File: config.mk
export PLATFORM = sky130hd
export DESIGN_NAME = norm_flotante
export DESIGN_NICKNAME = d
export VERILOG_FILES = /design/src/rtl/norm_flotante.sv
export SDC_FILE = /design/constraint.sdc
export NUM_CORES = 1
export LEC_CHECK = 0
export ABC_CLOCK_PERIOD_IN_PS = 2700
export BUFFER_PORTS_ARGS = -buffer_cell sky130_fd_sc_hd__buf_4
export CAP_MARGIN = 20
export CORE_MARGIN = 5
export CORE_UTILIZATION = 26
export CTS_CLUSTER_DIAMETER = 100
export CTS_CLUSTER_SIZE = 14
export DETAILED_ROUTE_END_ITERATION = 8
export HOLD_SLACK_MARGIN = 0.12
export MAX_ROUTING_LAYER = met4
export PLACE_DENSITY = 0.46
export SYNTH_ARGS = -nofsm -noshare
export SYNTH_HDL_FRONTEND = slang
export SYNTH_SLANG_ARGS = --single-unit
File: constraint.sdc
create_clock -name clock -period 2.7 [get_ports clock]
set_clock_uncertainty 0.1 [all_clocks]
set_input_delay 0.135 -clock clock [delete_from_list [all_inputs] [get_ports clock]]
set_output_delay 0.135 -clock clock [all_outputs]
set_load 0.02 [all_outputs]
File: src/rtl/norm_flotante.sv
// Floating-point normalizer: left-justifies a raw product mantissa, rounds to nearest even,
// and saturates the exponent into a compact {sign, exp, man} result with a valid/ready handshake.
module norm_flotante #(
    parameter int NB_MAN_IN    = 16,
    parameter int NB_EXP_IN    = 7,
    parameter int NB_EXPONENTE = 4,
    parameter int NB_MANTISA   = 8
) (
    input  logic                                 clock,
    input  logic                                 i_reset,
    input  logic                                 i_valid,
    output logic                                 o_ready,
    input  logic                                 i_sign,
    input  logic [NB_EXP_IN-1:0]                 i_exp,
    input  logic [NB_MAN_IN-1:0]                 i_man,
    output logic                                 o_valid,
    input  logic                                 i_ready,
    output logic [NB_EXPONENTE+NB_MANTISA:0]     o_result,
    output logic                                 o_ovf,
    output logic                                 o_unf
);

    localparam logic [1:0] IDLE  = 2'd0;
    localparam logic [1:0] NORM  = 2'd1;
    localparam logic [1:0] ROUND = 2'd2;
    localparam logic [1:0] OUT   = 2'd3;

    localparam int NB_EXP_INT  = NB_EXP_IN + 1;
    localparam int NB_EXP_CALC = NB_EXP_IN + 3;
    localparam int NB_RESULT   = 1 + NB_EXPONENTE + NB_MANTISA;

    localparam logic signed [NB_EXP_CALC-1:0] EXP_ONE = NB_EXP_CALC'(1);
    localparam logic signed [NB_EXP_CALC-1:0] EXP_MAX = NB_EXP_CALC'((1 << NB_EXPONENTE) - 1);

    logic [1:0]                  state_r;
    logic [1:0]                  next_state_s;
    logic                        sign_r;
    logic [NB_EXP_INT-1:0]       exp_r;
    logic [NB_MAN_IN-1:0]        man_r;
    logic [NB_RESULT-1:0]        result_r;
    logic                        ovf_r;
    logic                        unf_r;
    logic                        valid_r;
    logic                        ready_r;

    logic [NB_MANTISA-1:0]       mant_s;
    logic                        guard_s;
    logic                        sticky_s;
    logic                        lsb_s;
    logic [NB_MANTISA:0]         mant_inc_s;
    logic [NB_MANTISA-1:0]       mant_fin_s;
    logic signed [NB_EXP_CALC-1:0] exp_calc_s;
    logic [NB_RESULT-1:0]        round_result_s;
    logic                        round_ovf_s;
    logic                        round_unf_s;

    // Next-state decode for the single-operand FSM.
    always_comb begin
        next_state_s = state_r;
        case (state_r)
            IDLE: begin
                if (i_valid) next_state_s = NORM;
                else         next_state_s = IDLE;
            end
            NORM: begin
                if (man_r == {NB_MAN_IN{1'b0}})  next_state_s = OUT;
                else if (man_r[NB_MAN_IN-1])     next_state_s = ROUND;
                else                             next_state_s = NORM;
            end
            ROUND: next_state_s = OUT;
            OUT: begin
                if (i_ready) next_state_s = IDLE;
                else         next_state_s = OUT;
            end
            default: next_state_s = IDLE;
        endcase
    end

    // Round-to-nearest-even on the normalized mantissa, then exponent saturation.
    always_comb begin
        mant_s     = man_r[NB_MAN_IN-1 -: NB_MANTISA];
        guard_s    = man_r[NB_MAN_IN-NB_MANTISA-1];
        sticky_s   = |man_r[NB_MAN_IN-NB_MANTISA-2:0];
        lsb_s      = man_r[NB_MAN_IN-NB_MANTISA];
        mant_inc_s = {1'b0, mant_s} + {{NB_MANTISA{1'b0}}, guard_s & (sticky_s | lsb_s)};
        // A carry out of the mantissa renormalizes to the leading one and bumps the exponent.
        exp_calc_s = {{2{exp_r[NB_EXP_INT-1]}}, exp_r} + EXP_ONE
                   + {{(NB_EXP_CALC-1){1'b0}}, mant_inc_s[NB_MANTISA]};
        if (mant_inc_s[NB_MANTISA]) mant_fin_s = mant_inc_s[NB_MANTISA:1];
        else                        mant_fin_s = mant_inc_s[NB_MANTISA-1:0];

        round_ovf_s    = 1'b0;
        round_unf_s    = 1'b0;
        round_result_s = {NB_RESULT{1'b0}};
        if (exp_calc_s > EXP_MAX) begin
            round_ovf_s    = 1'b1;
            round_result_s = {sign_r, {NB_EXPONENTE{1'b1}}, {NB_MANTISA{1'b1}}};
        end else if (exp_calc_s < EXP_ONE) begin
            round_unf_s    = 1'b1;
            round_result_s = {NB_RESULT{1'b0}};
        end else begin
            round_result_s = {sign_r, exp_calc_s[NB_EXPONENTE-1:0], mant_fin_s};
        end
    end

    // State, datapath and registered handshake/result outputs.
    always_ff @(posedge clock) begin
        if (i_reset) begin
            state_r  <= IDLE;
            sign_r   <= 1'b0;
            exp_r    <= {NB_EXP_INT{1'b0}};
            man_r    <= {NB_MAN_IN{1'b0}};
            result_r <= {NB_RESULT{1'b0}};
            ovf_r    <= 1'b0;
            unf_r    <= 1'b0;
            valid_r  <= 1'b0;
            ready_r  <= 1'b1;
        end else begin
            state_r <= next_state_s;
            valid_r <= (next_state_s == OUT);
            ready_r <= (next_state_s == IDLE);
            case (state_r)
                IDLE: begin
                    if (i_valid) begin
                        sign_r <= i_sign;
                        exp_r  <= {i_exp[NB_EXP_IN-1], i_exp};
                        man_r  <= i_man;
                    end else begin
                        man_r  <= man_r;
                    end
                end
                NORM: begin
                    if (man_r == {NB_MAN_IN{1'b0}}) begin
                        result_r <= {NB_RESULT{1'b0}};
                        ovf_r    <= 1'b0;
                        unf_r    <= 1'b0;
                    end else if (!man_r[NB_MAN_IN-1]) begin
                        man_r <= {man_r[NB_MAN_IN-2:0], 1'b0};
                        exp_r <= exp_r - {{(NB_EXP_INT-1){1'b0}}, 1'b1};
                    end else begin
                        man_r <= man_r;
                    end
                end
                ROUND: begin
                    result_r <= round_result_s;
                    ovf_r    <= round_ovf_s;
                    unf_r    <= round_unf_s;
                end
                OUT: begin
                    result_r <= result_r;
                end
                default: begin
                    result_r <= result_r;
                end
            endcase
        end
    end

    assign o_ready  = ready_r;
    assign o_valid  = valid_r;
    assign o_result = result_r;
    assign o_ovf    = ovf_r;
    assign o_unf    = unf_r;

endmodule

==> summary.txt, run 1 <==
GRT
  – Number of global-route vias before repair: 2505
  – Largest net degree at the start of global routing: 35
  – Gr usage total: 13.6%
  – Initial antenna violation count: 0
  – Gr ovfl total: 0
  – Global-route wire length before repair: 12.3 mm

Floorplan
  – Initial Util: 26.5%
  – Die height: 107 um
  – I/O Pins: 45
  – Chip width: 107 um
  – Die area: 11300 um2
  – Row cnt: 35
  – Core ar.: 9150 um2

Clock tree
  – CTS tree: built
  – Htree depth: 2
  – CTS Buf Count: 5
  – Clock Latency Late Sink: 0.30 ns
  – Clk root buf: clkbuf_8
  – Clock sink count: 44
  – Clock-pin slew on the worst setup and hold paths: 0.09 ns
  – CTS Buffer Depth: 2

Yosys
  – Ys async rst share: 0%
  – Post-synthesis net count: 339
  – Post-synth EDFFs: 0
  – Seq cells post-synth: 44
  – Synth area leaders: dfxtp_1 36%, a21oi_1 6.8%, a211oi_1 5.9%
  – Count of cell types in the netlist: 53
  – Mean Syn Cell Area: 7.92 um2
  – Syn Inst Count: 306
  – Synth top area share: 36.4%
  – Register area share after synthesis: 36.4%
  – Syn Std Cell Area: 2420 um2
  – Largest area contributor in the netlist: dfxtp_1
  – Synth warnings: 0
  – Synth Flop Type: dfxtp_1

Layout
  – Non-Filler Instances: 497
  – Fill count: 951
  – Area growth syn-to-layout: 43.6%
  – Ant. Diodes: 0
  – Layout cells sized above 1: 31.6%
  – Final core occ: 38.0%
  – Fin nets: 418

Setup path
  – Family with the most delay on the worst path: simple AND/OR/NAND/NOR gates
  – Crit path largest cell delay: 0.47 ns
  – CP bufs+invs: 1
  – Crit path arrival time: 2.89 ns
  – CP most frequent cell: ha_4
  – Slowest CP cell: a311o_2
  – Critical-path cell list: and2_4, ha_4, and4_4, and3_4, inv_4, ha_4, and4b_2, nor2_2, or3_4, a311o_2, o32ai_2
  – Nature of the critical path endpoint: flip-flop
  – Crit-path max FO: 5
  – Data required, critical path: 2.80 ns
  – Setup CP Type: reg -> reg
  – CP Launch Type: flip-flop

Placement
  – Final GP Congestion: 0.810
  – Cells after DPL: 459
  – Port Buffers: 44
  – Dpl hpwl: 5.24 mm
  – Place WS: -0.110 ns

STA
  – Final WS setup: -0.0863 ns
  – Final Max Tran Viols: 0
  – Worst Tran Pin Value: 0.546 ns
  – Final-report hold violation count: 0
  – Fmax: 0.359 GHz
  – Crit path time final: 2.79 ns
  – RSZ-0062 raised after global routing: yes
  – Setup Viol. Count Final: 12
  – Max-slew headroom: 63.3%
  – Final period utilization: 103%

Route
  – Avg WL per Cell: 14.9 um
  – Total number of vias: 2467
  – Via/cell ratio: 4.96
  – DRT iter0 DRCs: 80
  – Final WL: 7.41 mm
  – Antenna viol nets, final: 0
  – DRC errors left: 0
  – DR pass1 iterations: 4

Power
  – P_leak: 1.42 nW
  – PD cells: 592 nW/um2
  – Total power: 2.06 mW
  – VDD IR-drop max: 0.274 mV

Status
  – Outcome: finished with violations
  – Failing checks: negative setup slack

Hold path
  – Hold crit path type: in -> reg

Flow run
  – # Max-Cap Violations: 0
-- metal layers --
metal | track usage, % | up-vias | wire (um)
li1 | - | 1271 | -
met4 | 2.47 | 0 | 42
met1 | 18.0 | 1145 | 3650
met5 | - | - | 0
met2 | 22.2 | 47 | 3380
met3 | 2.43 | 4 | 330
-- path summary, 6_finish.rpt --
path,startpoint,end,slack [ns],cells after the start
min,i_man[14],man_r[14],0.16,3
min reg2reg,o_result[1],o_result[1],0.36,2
max,man_r[8],o_result[5],-0.09,11
max reg2reg,man_r[8],o_result[5],-0.09,11
-- worst min-delay path: stages --
cell	delay [ns]
buf_4	0.11
a21oi_1	0.17
a211oi_1	0.09
-- where the power goes --
group / total [mW] / switching, mW / leakage [nW] / internal [mW]
Clock: 0.508 / 0.233 / 0.0541 / 0.274
Sequential: 0.806 / 0.0775 / 0.362 / 0.729
Combinational: 0.746 / 0.413 / 1.01 / 0.333
Total: 2.06 / 0.724 / 1.42 / 1.34
-- per-stage QoR --
stage | cell area, um2 | TNS [ns] | hold WS [ns]
floorplan | 2470 | -0.516 | 0.171
global placement | 3010 | -0.500 | 0.294
detailed placement | 3010 | -1.15 | 0.295
CTS | 3430 | -0.384 | 0.137
global route | 3480 | -2.29 | 0.169
finish | 3480 | -0.691 | 0.156
-- registers in the layout (all words and copies together) (netlist names) --
name,flops
o_ovf,1
o_result,13
man_r,16
sign_r,1
exp_r,8
o_valid,1
o_ready,1
o_unf,1
state_r,2
-- synthesized netlist by cell type (all sizes together) (2+ instances only) --
cell type  count
nor4           4
a31oi          4
a21oi         33
dfxtp         44
nand3b         2
a32oi          2
a22oi          2
nand2b         3
xor2           2
or3            2
clkbuf        15
a31o           2
a211oi        19
buf            7
nand4b         2
nor2          36
o21ai         18
xnor2          3
nor2b          6
and2           3
nand4          5
o31ai          2
nor3           8
nand2         32
and4b          2
a21o           2
and3          14
and4           2
o21a           2
o32ai          2
inv            8
ha             5
-- area by class of cell --
cell class | instances | area [um2] | share of cell area [%]
multi-input combinational | 232 | 1530 | 43.9
sequential | 44 | 883 | 25.4
timing repair buffer | 94 | 786 | 22.6
tap | 111 | 139 | 3.99
clock buffer | 5 | 68.8 | 1.98
clock inverter | 3 | 42.5 | 1.22
inverter | 8 | 32.5 | 0.935
-- logic make-up (layout without fill, tap and decap cells) --
| family | count (synthesis) | count (layout) | synth area share [%] |
|---|---|---|---|
| AO/OA/AOI/OAI | 95 | 95 | 26.8 |
| XOR/XNOR | 5 | 5 | 1.81 |
| multiplexers | 1 | 1 | 0.413 |
| adder cells (fa/ha/maj) | 5 | 5 | 2.58 |
| flip-flops | 44 | 44 | 36.4 |
| AND/OR/NAND/NOR | 126 | 126 | 26.8 |
| buffers and inverters | 30 | 110 | 5.32 |
-- placed cells by master (no fill, tap or decap), types with 7 or more instances in the layout --
cell            n
dlygate4sd3_1  24
dfxtp_1        42
o21ai_2         9
nor3_1          7
nor2_1         34
a21oi_1        33
and3_1         13
buf_4          67
a211oi_1       18
o21ai_0         9
nand2_1        30
-- timing repair --
action	CTS	global route
hold buffers	24	0
gates resized for setup	8	9
endpoints found under the setup margin	13	15
pin swaps	10	4
gates cloned	0	0
endpoints found under the hold margin	25	0
setup buffers	5	1
Note: power is estimated with default switching activity, not from simulation.
==> inputs of run 2 (changes only) <==
--- a/config.mk
+++ b/config.mk
@@ -8,7 +8,6 @@
 export ABC_CLOCK_PERIOD_IN_PS = 2700
 export BUFFER_PORTS_ARGS = -buffer_cell sky130_fd_sc_hd__buf_4
 export CAP_MARGIN = 20
-export CORE_MARGIN = 5
 export CORE_UTILIZATION = 26
 export CTS_CLUSTER_DIAMETER = 100
 export CTS_CLUSTER_SIZE = 14
==> summary.txt, run 2 (same netlist as run 1, synthesis figures left out) <==
Status
  – Outcome: finished with violations
  – Failing checks: design-rule violations, negative setup slack

Clock tree
  – CTS Buffer Depth: 2
  – CTS Buf Count: 5
  – Clock sink count: 44
  – Htree depth: 2
  – Clk root buf: clkbuf_8
  – Clock Latency Late Sink: 0.29 ns
  – Clock-pin slew on the worst setup and hold paths: 0.08 ns
  – CTS tree: built

GRT
  – Gr usage total: 15.8%
  – Gr ovfl total: 0
  – Global-route wire length before repair: 12.1 mm
  – Largest net degree at the start of global routing: 35
  – Initial antenna violation count: 0
  – Number of global-route vias before repair: 2494

Power
  – PD cells: 565 nW/um2
  – P_leak: 1.42 nW
  – Total power: 1.94 mW
  – VDD IR-drop max: 0.273 mV

Layout
  – Non-Filler Instances: 496
  – Ant. Diodes: 0
  – Area growth syn-to-layout: 41.5%
  – Max reg flops: 16
  – Fin nets: 421
  – Commonest non-fill, non-tap cell in the layout: buf_4
  – Most frequent cells in the layout: 69 x buf_4, 42 x dfxtp_1, 35 x nor2_1
  – Fill count: 954
  – Largest reg by FF count: man_r
  – Layout cells sized above 1: 29.6%
  – Final core occ: 38.5%

Floorplan
  – Row cnt: 34
  – Die area: 9710 um2
  – I/O Pins: 45
  – Initial Util: 27.2%
  – Chip width: 98.5 um
  – Core ar.: 8890 um2
  – Die height: 98.5 um

Setup path
  – Setup CP Type: reg -> reg
  – Slowest CP cell: a311o_2
  – Crit path arrival time: 2.86 ns
  – FF-to-FF setup slack: -0.05 ns
  – CP most frequent cell: ha_4
  – Crit path largest cell delay: 0.49 ns
  – Nature of the critical path endpoint: flip-flop
  – CP bufs+invs: 1
  – Crit-path max FO: 6
  – Worst setup startpoint: man_r[7]
  – CP Launch Type: flip-flop
  – Critical-path cell list: and2_4, ha_4, and4_1, and3_4, inv_4, ha_4, and4b_2, nor2_1, or3_1, a311o_2, o32ai_2
  – Data required, critical path: 2.81 ns
  – Worst reg2reg path startpoint: man_r[7]
  – Family with the most delay on the worst path: simple AND/OR/NAND/NOR gates

STA
  – Setup Viol. Count Final: 11
  – Worst Tran Pin Value: 0.578 ns
  – Fmax: 0.364 GHz
  – Setup TNS: -0.223 ns
  – Final WS setup: -0.0501 ns
  – RSZ-0062 raised after global routing: yes
  – Max-slew headroom: 61.1%
  – Crit path time final: 2.75 ns
  – WHS: 0.139 ns
  – Final period utilization: 102%
  – Final Max Tran Viols: 0
  – Final-report hold violation count: 0

Route
  – Final WL: 7.03 mm
  – DRC errors left: 1
  – Total number of vias: 2468
  – Via/cell ratio: 4.98
  – DR pass1 iterations: 8
  – Avg WL per Cell: 14.2 um
  – DRT iter0 DRCs: 139
  – Antenna viol nets, final: 0

Hold path
  – Beginning of the worst hold path: i_man[14]
  – Hold crit path type: in -> reg

Placement
  – Final GP Congestion: 0.821
  – Port Buffers: 44
  – Cells after DPL: 458
  – Dpl hpwl: 5.03 mm

Flow run
  – # Max-Cap Violations: 0
run 2: final cells by class:
type                       count  area [um2]  share of cell area [%]
inverter                       8        32.5                   0.949
clock inverter                 1        5.00                   0.146
timing repair buffer          97         803                    23.4
clock buffer                   6        72.6                    2.12
sequential                    44         883                    25.8
multi-input combinational    232        1500                    43.6
tap                          108         135                    3.94
run 2: layer usage:
layer	share of wire [%]	vias to the layer above	global-route usage (%)	wire length [um]
met5	0	-	-	0
met4	0.38	0	3.10	27
met3	4.2	3	2.70	298
met2	46	62	25.5	3260
met1	49	1131	21.0	3450
li1	-	1272	-	-
run 2: worst paths after layout:
path                  end  cells after the start
max           o_result[5]                     11
min             man_r[14]                      3
max reg2reg   o_result[5]                     11
min reg2reg  o_result[10]                      2
run 2: power by group:
part / leakage [nW] / total (mW) / switching, mW / internal [mW]
registers: 0.362 / 0.805 / 0.0762 / 0.729
logic: 1.01 / 0.737 / 0.407 / 0.330
clock network: 0.0410 / 0.394 / 0.218 / 0.176
run 2: what timing repair did:
action	CTS	global route
hold buffers	24	0
endpoints found under the hold margin	25	0
pin swaps	7	2
setup endpoints to repair	15	15
gates resized for setup	7	4
setup buffers	4	3
run 2: per-stage QoR:
| step | area [um2] | setup slack (ns) |
|---|---|---|
| CTS | 3390 | -0.0888 |
| global placement | 3010 | -0.0582 |
| floorplan | 2470 | -0.0723 |
| detailed placement | 3010 | -0.102 |
| finish | 3430 | -0.0501 |
| global route | 3430 | -0.146 |
run 2: worst reg2reg max path: cells and delay by family, from the launching register on:
kind,cells,cell delay [ns]
flops,1,0.33
fa+ha+maj,2,0.26
buf+inv,1,0.04
compound gates,2,0.75
simple gates,6,1.19
==> inputs of run 3 (changes only) <==
--- a/config.mk
+++ b/config.mk
@@ -5,8 +5,9 @@
 export SDC_FILE = /design/constraint.sdc
 export NUM_CORES = 1
 export LEC_CHECK = 0
+export ABC_AREA = 1
 export ABC_CLOCK_PERIOD_IN_PS = 2700
-export BUFFER_PORTS_ARGS = -buffer_cell sky130_fd_sc_hd__buf_4
+export BUFFER_PORTS_ARGS = -buffer_cell sky130_fd_sc_hd__buf_2
 export CAP_MARGIN = 20
 export CORE_UTILIZATION = 26
 export CTS_CLUSTER_DIAMETER = 100
==> summary.txt, run 3 <==
Status
  – Outcome: complete, no violations

Route
  – Antenna viol nets, final: 0
  – DRT iter0 DRCs: 128
  – Total number of vias: 2589
  – Final WL: 6.99 mm
  – DR pass1 iterations: 4
  – Via/cell ratio: 4.59
  – Avg WL per Cell: 12.4 um
  – DRC errors left: 0

Yosys
  – Register area share after synthesis: 35.0%
  – Synth warnings: 0
  – Synth Flop Type: dfxtp_1
  – Leading cell types by count after synthesis: 113 x nand2_1, 44 x dfxtp_1, 37 x a21oi_1
  – Synth top area share: 35.0%
  – Syn Inst Count: 384
  – Synth area leaders: dfxtp_1 35%, nand2_1 17%, a21oi_1 7.4%
  – Post-synth EDFFs: 0
  – Ys async rst share: 0%
  – Syn Std Cell Area: 2520 um2
  – Mux cell area share after synthesis: 0%
  – Post-synthesis xor/xnor area fraction: 1.39%
  – Simple-gate share of the synthesized area: 33.5%
  – Seq cells post-synth: 44
  – Largest area contributor in the netlist: dfxtp_1
  – Count leader, synth: nand2_1
  – Mean Syn Cell Area: 6.55 um2
  – Post-synthesis net count: 417
  – Synth Area in Compound Gates: 17.6%
  – Largest family of logic cells by synthesized area: simple AND/OR/NAND/NOR gates
  – Post-Synth Adder-Cell Area: 2.49%
  – Count of cell types in the netlist: 32

STA
  – Worst Tran Pin Value: 0.563 ns
  – Crit path time final: 2.52 ns
  – RSZ-0062 raised after global routing: yes
  – Final-report hold violation count: 0
  – Max-slew headroom: 62.4%
  – Final Max Tran Viols: 0
  – Fmax: 0.396 GHz
  – Setup Viol. Count Final: 0
  – Final period utilization: 93.5%
  – Setup TNS: 0 ns
  – WHS: 0.130 ns
  – Final WS setup: 0.175 ns

Floorplan
  – Core ar.: 9330 um2
  – I/O Pins: 45
  – Initial Util: 27.0%
  – Die height: 100 um
  – Row cnt: 35
  – Chip width: 100 um
  – Die area: 10100 um2

Layout
  – Ant. Diodes: 0
  – Fill count: 1034
  – Commonest non-fill, non-tap cell in the layout: nand2_1
  – Layout cells sized above 1: 22.5%
  – Max reg flops: 16
  – Fin nets: 469
  – Area growth syn-to-layout: 25.3%
  – Most frequent cells in the layout: 110 x nand2_1, 44 x buf_2, 42 x dfxtp_1
  – Largest reg by FF count: man_r
  – Final core occ: 33.8%

Power
  – VDD IR-drop max: 0.257 mV
  – Clock network power share: 20.9%
  – Sw Share: 41.5%
  – Comb pwr share: 41.5%
  – P_leak: 1.41 nW
  – Switching pwr: 974 uW
  – Total power: 2.35 mW
  – Flop pwr share: 37.6%
  – PD cells: 744 nW/um2
  – Int Pwr: 1.37 mW

Clock tree
  – CTS Buffer Depth: 2
  – CTS Buf Count: 5
  – Clock Latency Late Sink: 0.30 ns
  – Clk root buf: clkbuf_8
  – Clock sink count: 44
  – CTS tree: built
  – Htree depth: 2
  – Clock-pin slew on the worst setup and hold paths: 0.09 ns

Placement
  – Dpl hpwl: 5.07 mm
  – Final GP Congestion: 0.907
  – Place WS: 0.0262 ns
  – Port Buffers: 44

GRT
  – Gr ovfl total: 0
  – Global-route wire length before repair: 11.9 mm
  – Number of global-route vias before repair: 2526
  – Gr usage total: 15.2%
  – Largest net degree at the start of global routing: 37
  – Initial antenna violation count: 0

Setup path
  – CP Launch Type: flip-flop
  – Crit path arrival time: 2.59 ns
  – Nature of the critical path endpoint: flip-flop
  – Crit-path max FO: 11
  – Setup CP Type: reg -> reg
  – R2R cell count: 18
  – Data required, critical path: 2.76 ns

Hold path
  – Hold Path Depth: 5
  – Hold crit path type: in -> reg

Flow run
  – # Max-Cap Violations: 0
[run 3: cell count changes in the layout (fill, tap and decap cells not counted), moves of 20 or more]
cell     delta
buf_2      +44
buf_4      -59
inv_1      +26
nand2_1    +79
nand3_1    +22
o21ai_0    +20
[run 3: layer usage]
metal  GRT usage [%]  vias to the layer above  share of wire, %
li1                -                     1347                 -
met1            19.1                     1191                48
met2            26.0                       47                47
met3            2.44                        4               4.3
met4            2.90                        0              0.63
met5               -                        -                 0
[run 3: logic make-up after synthesis]
logic type | after synthesis
flops | 44
fa+ha+maj | 5
simple gates | 194
compound gates | 81
buf+inv | 56
xor+xnor | 4
[run 3: per-stage QoR]
stage / cells / cell area [um2]
after floorplan: 384 / 2520
after global placement: 548 / 2850
after detailed placement: 548 / 2850
after CTS: 561 / 3020
after global routing: 564 / 3150
final: 564 / 3150
[run 3: layout make-up]
cell class | count | area (um2) | share of cell area [%]
multi-input combinational | 284 | 1480 | 47.0
inverter | 39 | 149 | 4.72
clock inverter | 1 | 30.0 | 0.953
sequential | 44 | 883 | 28.0
clock buffer | 5 | 68.8 | 2.18
tap | 129 | 161 | 5.12
timing repair buffer | 62 | 377 | 11.9
[run 3: power groups by stage]
stage	registers [mW]	logic (mW)	clock network (mW)
2_1_floorplan	0.877	0.705	0
3_3_place_gp	0.884	0.915	0
3_5_place_dp	0.883	0.910	0
4_1_cts	0.869	0.923	0.505
5_1_grt	0.901	1.13	0.538
6_report	0.881	0.974	0.490
[run 3: repair_timing]
item | 4_1_cts | 5_1_grt
gates resized for setup | 0 | 30
setup endpoints to repair | 0 | 15
buffers inserted | 0 | 3
hold buffers | 7 | 0
endpoints found under the hold margin | 7 | 0
[run 3: final timing paths]
| check | slack, ns | start | to |
|---|---|---|---|
| worst max-delay path | 0.18 | man_r[7] | o_result[2] |
| worst min register to register | 0.36 | o_result[8] | o_result[8] |
| worst min-delay path | 0.13 | i_exp[0] | exp_r[0] |
| worst max register to register | 0.18 | man_r[7] | o_result[2] |
[run 3: worst max-delay path: stages (launching register included)]
cell and delay [ns]:
dfxtp_2 0.35, nand2_2 0.06, inv_2 0.08, ha_4 0.15, nand3_4 0.09, nor3_4 0.22, nand3_2 0.14, buf_6 0.16
ha_2 0.20, inv_1 0.09, nand2_1 0.06, nand2_1 0.06, nand2_1 0.06, nor2_2 0.16, nand3_2 0.11, nand2_4 0.11
inv_4 0.07, nand2_1 0.07, a21oi_1 0.06
